**src/rtl/sram_arbiter_if.sv**
```systemverilog
// sram_arbiter_if: bundles the two requester ports, the external SRAM pins and busy.
//   a_*/b_*  : request strobe, we, addr, wdata (to arbiter); rdata, ack (from arbiter)
//   sram_*   : addr, dout, dq_oe, we_n (from arbiter); din (to arbiter)
//   busy     : arbiter not idle
// Modports: slave = arbiter side, master = requesters + SRAM side.
interface sram_arbiter_if #(
   parameter int unsigned ADDR_W = 21
);
   logic              a_req;
   logic              a_we;
   logic [ADDR_W-1:0] a_addr;
   logic [7:0]        a_wdata;
   logic [7:0]        a_rdata;
   logic              a_ack;

   logic              b_req;
   logic              b_we;
   logic [ADDR_W-1:0] b_addr;
   logic [7:0]        b_wdata;
   logic [7:0]        b_rdata;
   logic              b_ack;

   logic [ADDR_W-1:0] sram_addr;
   logic [7:0]        sram_dout;
   logic [7:0]        sram_din;
   logic              sram_dq_oe;
   logic              sram_we_n;
   logic              busy;

   modport slave (
      input  a_req, a_we, a_addr, a_wdata,
      input  b_req, b_we, b_addr, b_wdata,
      input  sram_din,
      output a_rdata, a_ack, b_rdata, b_ack,
      output sram_addr, sram_dout, sram_dq_oe, sram_we_n, busy
   );

   modport master (
      output a_req, a_we, a_addr, a_wdata,
      output b_req, b_we, b_addr, b_wdata,
      output sram_din,
      input  a_rdata, a_ack, b_rdata, b_ack,
      input  sram_addr, sram_dout, sram_dq_oe, sram_we_n, busy
   );
endinterface

```
**src/rtl/sram_arbiter.sv**
```systemverilog
// sram_arbiter: shares one external 8-bit async SRAM between a high-priority port A
// (core RAM path) and a low-priority bulk port B. Each access is a fixed window of
// ACCESS_CYCLES clocks followed by one turnaround cycle carrying the ack pulse.
// Ports:
//   clk_sys, reset (synchronous, active-high)
//   bus (sram_arbiter_if.slave): a_*/b_* requester ports, sram_* pins, busy
// Build option: define ARB_FAIR_EN to let B win after B_MAX_SKIP A grants it lost.
module sram_arbiter #(
   parameter int unsigned ACCESS_CYCLES = 2,
   parameter int unsigned ADDR_W        = 21,
   parameter int unsigned B_MAX_SKIP    = 3
) (
   input  logic           clk_sys,
   input  logic           reset,
   sram_arbiter_if.slave  bus
);
   localparam int unsigned CNT_W  = 4;
   localparam int unsigned DATA_W = 8;
   localparam logic [CNT_W-1:0] LAST_CNT = CNT_W'(ACCESS_CYCLES - 1);

   if (ACCESS_CYCLES < 2 || ACCESS_CYCLES > 15 || B_MAX_SKIP == 0) begin : g_param_check
      $error("sram_arbiter: illegal ACCESS_CYCLES or B_MAX_SKIP");
   end

   typedef enum logic [1:0] {ST_IDLE, ST_ACCESS, ST_TURN} state_t;

   typedef struct packed {
      logic              we;
      logic [ADDR_W-1:0] addr;
      logic [DATA_W-1:0] wdata;
   } req_t;

   state_t            state_q, state_d;
   logic [CNT_W-1:0]  cnt_q, cnt_d;
   logic              port_b_q, port_b_d;
   logic              we_q, we_d;
   req_t              hold_a_q, hold_a_d, hold_b_q, hold_b_d;
   logic              pend_a_q, pend_a_d, pend_b_q, pend_b_d;
   logic [ADDR_W-1:0] sram_addr_q, sram_addr_d;
   logic [DATA_W-1:0] sram_dout_q, sram_dout_d;
   logic              sram_dq_oe_q, sram_dq_oe_d;
   logic              sram_we_n_q, sram_we_n_d;
   logic [DATA_W-1:0] a_rdata_q, a_rdata_d, b_rdata_q, b_rdata_d;
   logic              a_ack_q, a_ack_d, b_ack_q, b_ack_d;
   logic              busy_q, busy_d;

   req_t live_a, live_b, sel_a, sel_b, sel;
   logic cand_a, cand_b, grant_a, grant_b, svc_a, svc_b;

`ifdef ARB_FAIR_EN
   localparam int unsigned SKIP_W = $clog2(B_MAX_SKIP + 1);
   logic [SKIP_W-1:0] skip_b_q, skip_b_d;
`endif

   // Arbitration: a live strobe in IDLE competes directly; otherwise the held copy is used.
   always_comb begin
      live_a  = '{we: bus.a_we, addr: bus.a_addr, wdata: bus.a_wdata};
      live_b  = '{we: bus.b_we, addr: bus.b_addr, wdata: bus.b_wdata};
      sel_a   = pend_a_q ? hold_a_q : live_a;
      sel_b   = pend_b_q ? hold_b_q : live_b;
      cand_a  = bus.a_req | pend_a_q;
      cand_b  = bus.b_req | pend_b_q;
`ifdef ARB_FAIR_EN
      grant_b = (state_q == ST_IDLE) && cand_b &&
                (!cand_a || skip_b_q == SKIP_W'(B_MAX_SKIP));
`else
      grant_b = (state_q == ST_IDLE) && cand_b && !cand_a;
`endif
      grant_a = (state_q == ST_IDLE) && cand_a && !grant_b;
      sel     = grant_b ? sel_b : sel_a;
      svc_a   = (state_q == ST_ACCESS) && !port_b_q;
      svc_b   = (state_q == ST_ACCESS) &&  port_b_q;
   end

   // Next-state and registered-output logic.
   always_comb begin
      state_d      = state_q;
      cnt_d        = cnt_q;
      port_b_d     = port_b_q;
      we_d         = we_q;
      hold_a_d     = hold_a_q;
      hold_b_d     = hold_b_q;
      pend_a_d     = pend_a_q;
      pend_b_d     = pend_b_q;
      sram_addr_d  = sram_addr_q;
      sram_dout_d  = sram_dout_q;
      sram_dq_oe_d = sram_dq_oe_q;
      sram_we_n_d  = sram_we_n_q;
      a_rdata_d    = a_rdata_q;
      b_rdata_d    = b_rdata_q;
      a_ack_d      = 1'b0;
      b_ack_d      = 1'b0;
`ifdef ARB_FAIR_EN
      skip_b_d     = skip_b_q;
`endif

      // A strobe is latched only if nothing is already held or in service for that port.
      if (bus.a_req && !pend_a_q && !svc_a) begin
         pend_a_d = 1'b1;
         hold_a_d = live_a;
      end
      if (bus.b_req && !pend_b_q && !svc_b) begin
         pend_b_d = 1'b1;
         hold_b_d = live_b;
      end

      unique case (state_q)
         ST_IDLE: begin
            if (grant_a || grant_b) begin
               state_d      = ST_ACCESS;
               cnt_d        = '0;
               port_b_d     = grant_b;
               we_d         = sel.we;
               sram_addr_d  = sel.addr;
               sram_dout_d  = sel.wdata;
               sram_dq_oe_d = sel.we;
               sram_we_n_d  = ~sel.we;
               if (grant_b) pend_b_d = 1'b0;
               else         pend_a_d = 1'b0;
`ifdef ARB_FAIR_EN
               if (grant_b)
                  skip_b_d = '0;
               else if (cand_b && skip_b_q != SKIP_W'(B_MAX_SKIP))
                  skip_b_d = skip_b_q + SKIP_W'(1);
`endif
            end
         end
         ST_ACCESS: begin
            if (cnt_q == LAST_CNT) begin
               state_d      = ST_TURN;
               sram_dq_oe_d = 1'b0;
               sram_we_n_d  = 1'b1;
               if (port_b_q) begin
                  b_ack_d = 1'b1;
                  if (!we_q) b_rdata_d = bus.sram_din;
               end else begin
                  a_ack_d = 1'b1;
                  if (!we_q) a_rdata_d = bus.sram_din;
               end
            end else begin
               cnt_d = cnt_q + CNT_W'(1);
               // WE rises one cycle early so address/data hold past the write edge.
               if (cnt_d == LAST_CNT) sram_we_n_d = 1'b1;
            end
         end
         ST_TURN: state_d = ST_IDLE;
         default: state_d = ST_IDLE;
      endcase

      busy_d = (state_d != ST_IDLE);
   end

   always_ff @(posedge clk_sys) begin
      if (reset) begin
         state_q      <= ST_IDLE;
         cnt_q        <= '0;
         port_b_q     <= 1'b0;
         we_q         <= 1'b0;
         hold_a_q     <= '0;
         hold_b_q     <= '0;
         pend_a_q     <= 1'b0;
         pend_b_q     <= 1'b0;
         sram_addr_q  <= '0;
         sram_dout_q  <= '0;
         sram_dq_oe_q <= 1'b0;
         sram_we_n_q  <= 1'b1;
         a_rdata_q    <= '0;
         b_rdata_q    <= '0;
         a_ack_q      <= 1'b0;
         b_ack_q      <= 1'b0;
         busy_q       <= 1'b0;
`ifdef ARB_FAIR_EN
         skip_b_q     <= '0;
`endif
      end else begin
         state_q      <= state_d;
         cnt_q        <= cnt_d;
         port_b_q     <= port_b_d;
         we_q         <= we_d;
         hold_a_q     <= hold_a_d;
         hold_b_q     <= hold_b_d;
         pend_a_q     <= pend_a_d;
         pend_b_q     <= pend_b_d;
         sram_addr_q  <= sram_addr_d;
         sram_dout_q  <= sram_dout_d;
         sram_dq_oe_q <= sram_dq_oe_d;
         sram_we_n_q  <= sram_we_n_d;
         a_rdata_q    <= a_rdata_d;
         b_rdata_q    <= b_rdata_d;
         a_ack_q      <= a_ack_d;
         b_ack_q      <= b_ack_d;
         busy_q       <= busy_d;
`ifdef ARB_FAIR_EN
         skip_b_q     <= skip_b_d;
`endif
      end
   end

   assign bus.sram_addr  = sram_addr_q;
   assign bus.sram_dout  = sram_dout_q;
   assign bus.sram_dq_oe = sram_dq_oe_q;
   assign bus.sram_we_n  = sram_we_n_q;
   assign bus.a_rdata    = a_rdata_q;
   assign bus.b_rdata    = b_rdata_q;
   assign bus.a_ack      = a_ack_q;
   assign bus.b_ack      = b_ack_q;
   assign bus.busy       = busy_q;
endmodule

```
**src/flat_wrapper.sv**
```systemverilog
// flat-port wrapper written by rule: the top's interface ports become plain ports
module sram_arbiter_flat 
#(
   parameter int unsigned ACCESS_CYCLES = 2,
   parameter int unsigned ADDR_W        = 21,
   parameter int unsigned B_MAX_SKIP    = 3
)
  (clk_sys, reset, bus_a_req, bus_a_we, bus_a_addr, bus_a_wdata, bus_b_req, bus_b_we, bus_b_addr, bus_b_wdata, bus_sram_din, bus_a_rdata, bus_a_ack, bus_b_rdata, bus_b_ack, bus_sram_addr, bus_sram_dout, bus_sram_dq_oe, bus_sram_we_n, bus_busy);
  sram_arbiter_if #(.ADDR_W(ADDR_W)) bus_i ();
  input  logic clk_sys;
  input  logic reset;
  input wire logic [$bits(bus_i.a_req)-1:0] bus_a_req;
  input wire logic [$bits(bus_i.a_we)-1:0] bus_a_we;
  input wire logic [$bits(bus_i.a_addr)-1:0] bus_a_addr;
  input wire logic [$bits(bus_i.a_wdata)-1:0] bus_a_wdata;
  input wire logic [$bits(bus_i.b_req)-1:0] bus_b_req;
  input wire logic [$bits(bus_i.b_we)-1:0] bus_b_we;
  input wire logic [$bits(bus_i.b_addr)-1:0] bus_b_addr;
  input wire logic [$bits(bus_i.b_wdata)-1:0] bus_b_wdata;
  input wire logic [$bits(bus_i.sram_din)-1:0] bus_sram_din;
  output wire logic [$bits(bus_i.a_rdata)-1:0] bus_a_rdata;
  output wire logic [$bits(bus_i.a_ack)-1:0] bus_a_ack;
  output wire logic [$bits(bus_i.b_rdata)-1:0] bus_b_rdata;
  output wire logic [$bits(bus_i.b_ack)-1:0] bus_b_ack;
  output wire logic [$bits(bus_i.sram_addr)-1:0] bus_sram_addr;
  output wire logic [$bits(bus_i.sram_dout)-1:0] bus_sram_dout;
  output wire logic [$bits(bus_i.sram_dq_oe)-1:0] bus_sram_dq_oe;
  output wire logic [$bits(bus_i.sram_we_n)-1:0] bus_sram_we_n;
  output wire logic [$bits(bus_i.busy)-1:0] bus_busy;
  assign bus_i.a_req = bus_a_req;
  assign bus_i.a_we = bus_a_we;
  assign bus_i.a_addr = bus_a_addr;
  assign bus_i.a_wdata = bus_a_wdata;
  assign bus_i.b_req = bus_b_req;
  assign bus_i.b_we = bus_b_we;
  assign bus_i.b_addr = bus_b_addr;
  assign bus_i.b_wdata = bus_b_wdata;
  assign bus_i.sram_din = bus_sram_din;
  assign bus_a_rdata = bus_i.a_rdata;
  assign bus_a_ack = bus_i.a_ack;
  assign bus_b_rdata = bus_i.b_rdata;
  assign bus_b_ack = bus_i.b_ack;
  assign bus_sram_addr = bus_i.sram_addr;
  assign bus_sram_dout = bus_i.sram_dout;
  assign bus_sram_dq_oe = bus_i.sram_dq_oe;
  assign bus_sram_we_n = bus_i.sram_we_n;
  assign bus_busy = bus_i.busy;
  sram_arbiter #(.ACCESS_CYCLES(ACCESS_CYCLES), .ADDR_W(ADDR_W), .B_MAX_SKIP(B_MAX_SKIP)) u_core (.clk_sys(clk_sys), .reset(reset), .bus(bus_i));
endmodule
```
**config.mk**
```make
export PLATFORM = sky130hd
export DESIGN_NAME = sram_arbiter_flat
export DESIGN_NICKNAME = d
export VERILOG_FILES = /design/src/rtl/sram_arbiter_if.sv /design/src/rtl/sram_arbiter.sv /design/src/flat_wrapper.sv
export SDC_FILE = /design/constraint.sdc
export NUM_CORES = 1
export LEC_CHECK = 0
export CORE_ASPECT_RATIO = 1.5
export CORE_UTILIZATION = 45
export DETAILED_ROUTE_END_ITERATION = 16
export HOLD_SLACK_MARGIN = 0.1
export PLACE_DENSITY = 0.76
export REMOVE_ABC_BUFFERS = 1
export SYNTH_ARGS = -nofsm -noshare
export SYNTH_HDL_FRONTEND = slang
export SYNTH_SLANG_ARGS = --single-unit
```
**constraint.sdc**
```tcl
create_clock -name clk_sys -period 1.8 [get_ports clk_sys]
set_input_delay 0.36 -clock clk_sys [delete_from_list [all_inputs] [get_ports clk_sys]]
set_output_delay 0.36 -clock clk_sys [all_outputs]
set_load 0.01 [all_outputs]
```
==> impl_metrics.env, run 1 <==
export IMPL_finalPower_uw=7870
export IMPL_grt_total_usage=0.239
export IMPL_final_seq_area_sq_um=2410
export IMPL_htreeDepth=4
export IMPL_synth_warnings=0
export IMPL_slew_headroom=0.625
export IMPL_layout_setup_ws_ns=0.0752
export IMPL_coreArea_sq_um=11500
export IMPL_grt_max_degree=52
export IMPL_cts_buffer_depth=2
export IMPL_skew_ns=0.00704
export IMPL_final_core_util=0.652
export IMPL_seqPwrFrac=0.383
export IMPL_period_needed_ns=1.72
export IMPL_crit_path_start_kind="flip-flop"
export IMPL_cts_made_buffers=17
export IMPL_fmaxAchievable_mhz=580
export IMPL_layout_cells_non_filler=884
export IMPL_ys_seq_area_frac=0.453
export IMPL_tightest_slew_ns=0.563
export IMPL_grt_pass1_wl_mm=23.0
export IMPL_multi_input_area_sq_um=2740
export IMPL_switching_share=0.263
export IMPL_clk_latency_ns=0.41
export IMPL_drt_initial_drc_count=192
export IMPL_dr_total_vias=4788
export IMPL_maxCapViolCount=0
export IMPL_synth_area_sq_um=5310
export IMPL_leakage_uw=0.00286
export IMPL_rsz0062_at_grt="true"
export IMPL_diodes=0
export IMPL_die_h_um=135
export IMPL_combPwrFrac=0.205
export IMPL_start_util=0.462
export IMPL_slew_viol_final=0
export IMPL_drc=0
export IMPL_dp_final_hpwl_mm=9.73
export IMPL_syn_avg_cell_area_sq_um=8.86
export IMPL_pre_cts_slack_ns=-0.392
export IMPL_critical_path_class="reg2reg"
export IMPL_cts_root_buf="clkbuf_16"
export IMPL_die_area_sq_um=12200
export IMPL_clock_sinks=120
export IMPL_ioPinCount=122
export IMPL_gp_congestion=0.827
export IMPL_outcome="finished, final reports clean"
export IMPL_nFillCells=948
export IMPL_end_kind="flip-flop"
export IMPL_grt_antenna_before_repair=0
export IMPL_peakVddDrop_mv=0.789
export IMPL_cts_tree="yes"
export IMPL_core_rowCount=48
export IMPL_synth_main_ff_cell="dfxtp_1"
export IMPL_cts_reportedPaths_clkPinSlew_ns=0.05
export IMPL_layout_drive_gt1_share=0.154
export IMPL_finalHoldViolations=0
export IMPL_crit_required_ns=2.08
export IMPL_syn_inst=599
export IMPL_critical_path_peak_fanout=8
export IMPL_cellPowerDensity_nw_per_um2=1050
export IMPL_synth_distinct_cells=36
export IMPL_area_delta_synth_final_pct=41.0
export IMPL_critPathArrivalTime_ns=2.00
export IMPL_hold_buffers=0
export IMPL_wirelength_mm=14.3
export IMPL_intPower_uw=5800
export IMPL_setup_violations=0
export IMPL_wire_per_inst_um=16.1
export IMPL_power_switching_uw=2070
export IMPL_vias_per_cell=5.42
export IMPL_clock_power_share=0.412
export IMPL_cts_setup_buffers=0
export IMPL_tns_ns=0
export IMPL_port_buffers=121
export IMPL_antenna_left=0
export IMPL_drt_pass1_iter_count=4
export IMPL_synthArstFlopShare=0
export IMPL_place_inst=853
export IMPL_finalCritPeriodShare=0.958
export IMPL_nets=797
export IMPL_synth_edf_count=0
export IMPL_ys_ff_latch=120
export IMPL_grt_pass1_vias=4818
export IMPL_hold_class="in2reg"
export IMPL_die_w_um=90.7
export IMPL_gr_total_overflow=0
kinds of logic (layout without fill, tap and decap cells):
group / count (synthesis) / count (layout) / synth area share
and+or+nand+nor: 205 / 205 / 0.169
DFF: 120 / 120 / 0.453
AOI/OAI and AO/OA: 107 / 107 / 0.119
xor gates and xnor gates: 1 / 1 / 0.00165
adders and majority gates: 3 / 3 / 0.00708
muxes: 106 / 106 / 0.207
buffers and inverters: 57 / 192 / 0.0434
layer usage:
layer / GRT usage / part of all wire / up-vias
met3: 0.0495 / 0.044 / 30
met5: 0 / 0 / -
met2: 0.455 / 0.54 / 140
met1: 0.251 / 0.39 / 2297
met4: 0.105 / 0.025 / 0
li1: - / - / 2321
power by group through the flow:
stage	sequential, uW	combinational [uW]	clock, uW
after floorplan	3120	729	0
after global placement	3050	1530	0
after detailed placement	3060	1570	0
after CTS	3010	1590	3270
after global routing	3040	1750	3390
final	3010	1620	3240
repair_timing:
item / 4_1_cts / 5_1_grt
gates resized for setup: 1 / 14
cloned: 0 / 0
endpoints found under the setup margin: 3 / 27
pin swaps: 0 / 2
critical path, stage by stage, from the launching register on:
cell,delay [ns]
dfxtp_2,0.32
inv_2,0.07
ha_4,0.12
or3b_4,0.42
nor4_4,0.21
buf_12,0.18
mux2i_1,0.21
nor2_1,0.06
Yosys cell counts, types with 3 or more instances:
| master | instances | area [sq um] |
|---|---|---|
| clkbuf_1 | 45 | 169 |
| a21oi_1 | 67 | 335 |
| buf_2 | 7 | 35.0 |
| o21ai_0 | 3 | 15.0 |
| mux2_2 | 30 | 338 |
| mux2i_1 | 76 | 761 |
| nor3_1 | 6 | 30.0 |
| nand3_1 | 31 | 155 |
| inv_1 | 4 | 15.0 |
| dfxtp_1 | 120 | 2400 |
| ha_1 | 3 | 37.5 |
| o211ai_1 | 30 | 225 |
| nor2_1 | 56 | 210 |
| nand2_1 | 93 | 349 |
cell type report:
| cell class | count | share of cell area |
|---|---|---|
| Inverter | 4 | 0.00201 |
| Tap cell | 150 | 0.0251 |
| Multi-Input combinational cell | 422 | 0.366 |
| Clock inverter | 9 | 0.0134 |
| Sequential cell | 120 | 0.322 |
| Clock buffer | 22 | 0.0621 |
| Timing Repair Buffer | 157 | 0.210 |
through the flow:
stage / area (sq um) / hold slack (ns)
after floorplan: 5090 / 0.429
after global placement: 6860 / 0.442
after detailed placement: 6860 / 0.447
after CTS: 7420 / 0.404
after global routing: 7480 / 0.441
final: 7480 / 0.415
placed cells by master (no fill, tap or decap), types with 7 or more instances in the layout:
master,instances
buf_12,7
o211ai_1,30
mux2i_1,76
a21oi_1,66
clkbuf_16,17
nand2_1,93
clkdlybuf4s50_1,119
mux2_2,30
nor2_1,56
nand3_1,31
dfxtp_1,116
buf_4,30
path summary, 6_finish.rpt:
path                                     from                                 end  slack [ns]  cells past startpoint
max reg2reg      u_core.cnt_q[1]$_SDFFE_PP0P_  u_core.bus.a_rdata[2]$_SDFFE_PP0P_        0.08                      7
min                                     reset    u_core.hold_a_q[24]$_SDFFE_PP0P_        0.42                      2
max              u_core.cnt_q[1]$_SDFFE_PP0P_  u_core.bus.a_rdata[2]$_SDFFE_PP0P_        0.08                      7
min reg2reg  u_core.hold_b_q[21]$_SDFFE_PP0P_    u_core.hold_b_q[21]$_SDFFE_PP0P_        0.45                      2
registers in the layout, indices dropped and copies added, names as in the netlist:
register	count
u_core.hold_a_q	30
u_core.hold_b_q	30
u_core.bus.sram_addr	21
u_core.bus.a_rdata	8
u_core.bus.b_rdata	8
u_core.bus.sram_dout	8
u_core.cnt_q	4
u_core.state_q	2
u_core.bus.a_ack	1
u_core.bus.b_ack	1
u_core.bus.busy	1
u_core.bus.sram_dq_oe	1
u_core.bus.sram_we_n	1
u_core.pend_a_q	1
u_core.pend_b_q	1
u_core.port_b_q	1
u_core.we_q	1
Power figures use the tool's default switching activity.
==> run 2, diff against run 1 <==
Settings changed: CTS_CLUSTER_SIZE set to 10.
==> results of run 2 <==
Same layout as run 1: the final DEF is identical, and so are final timing and power.
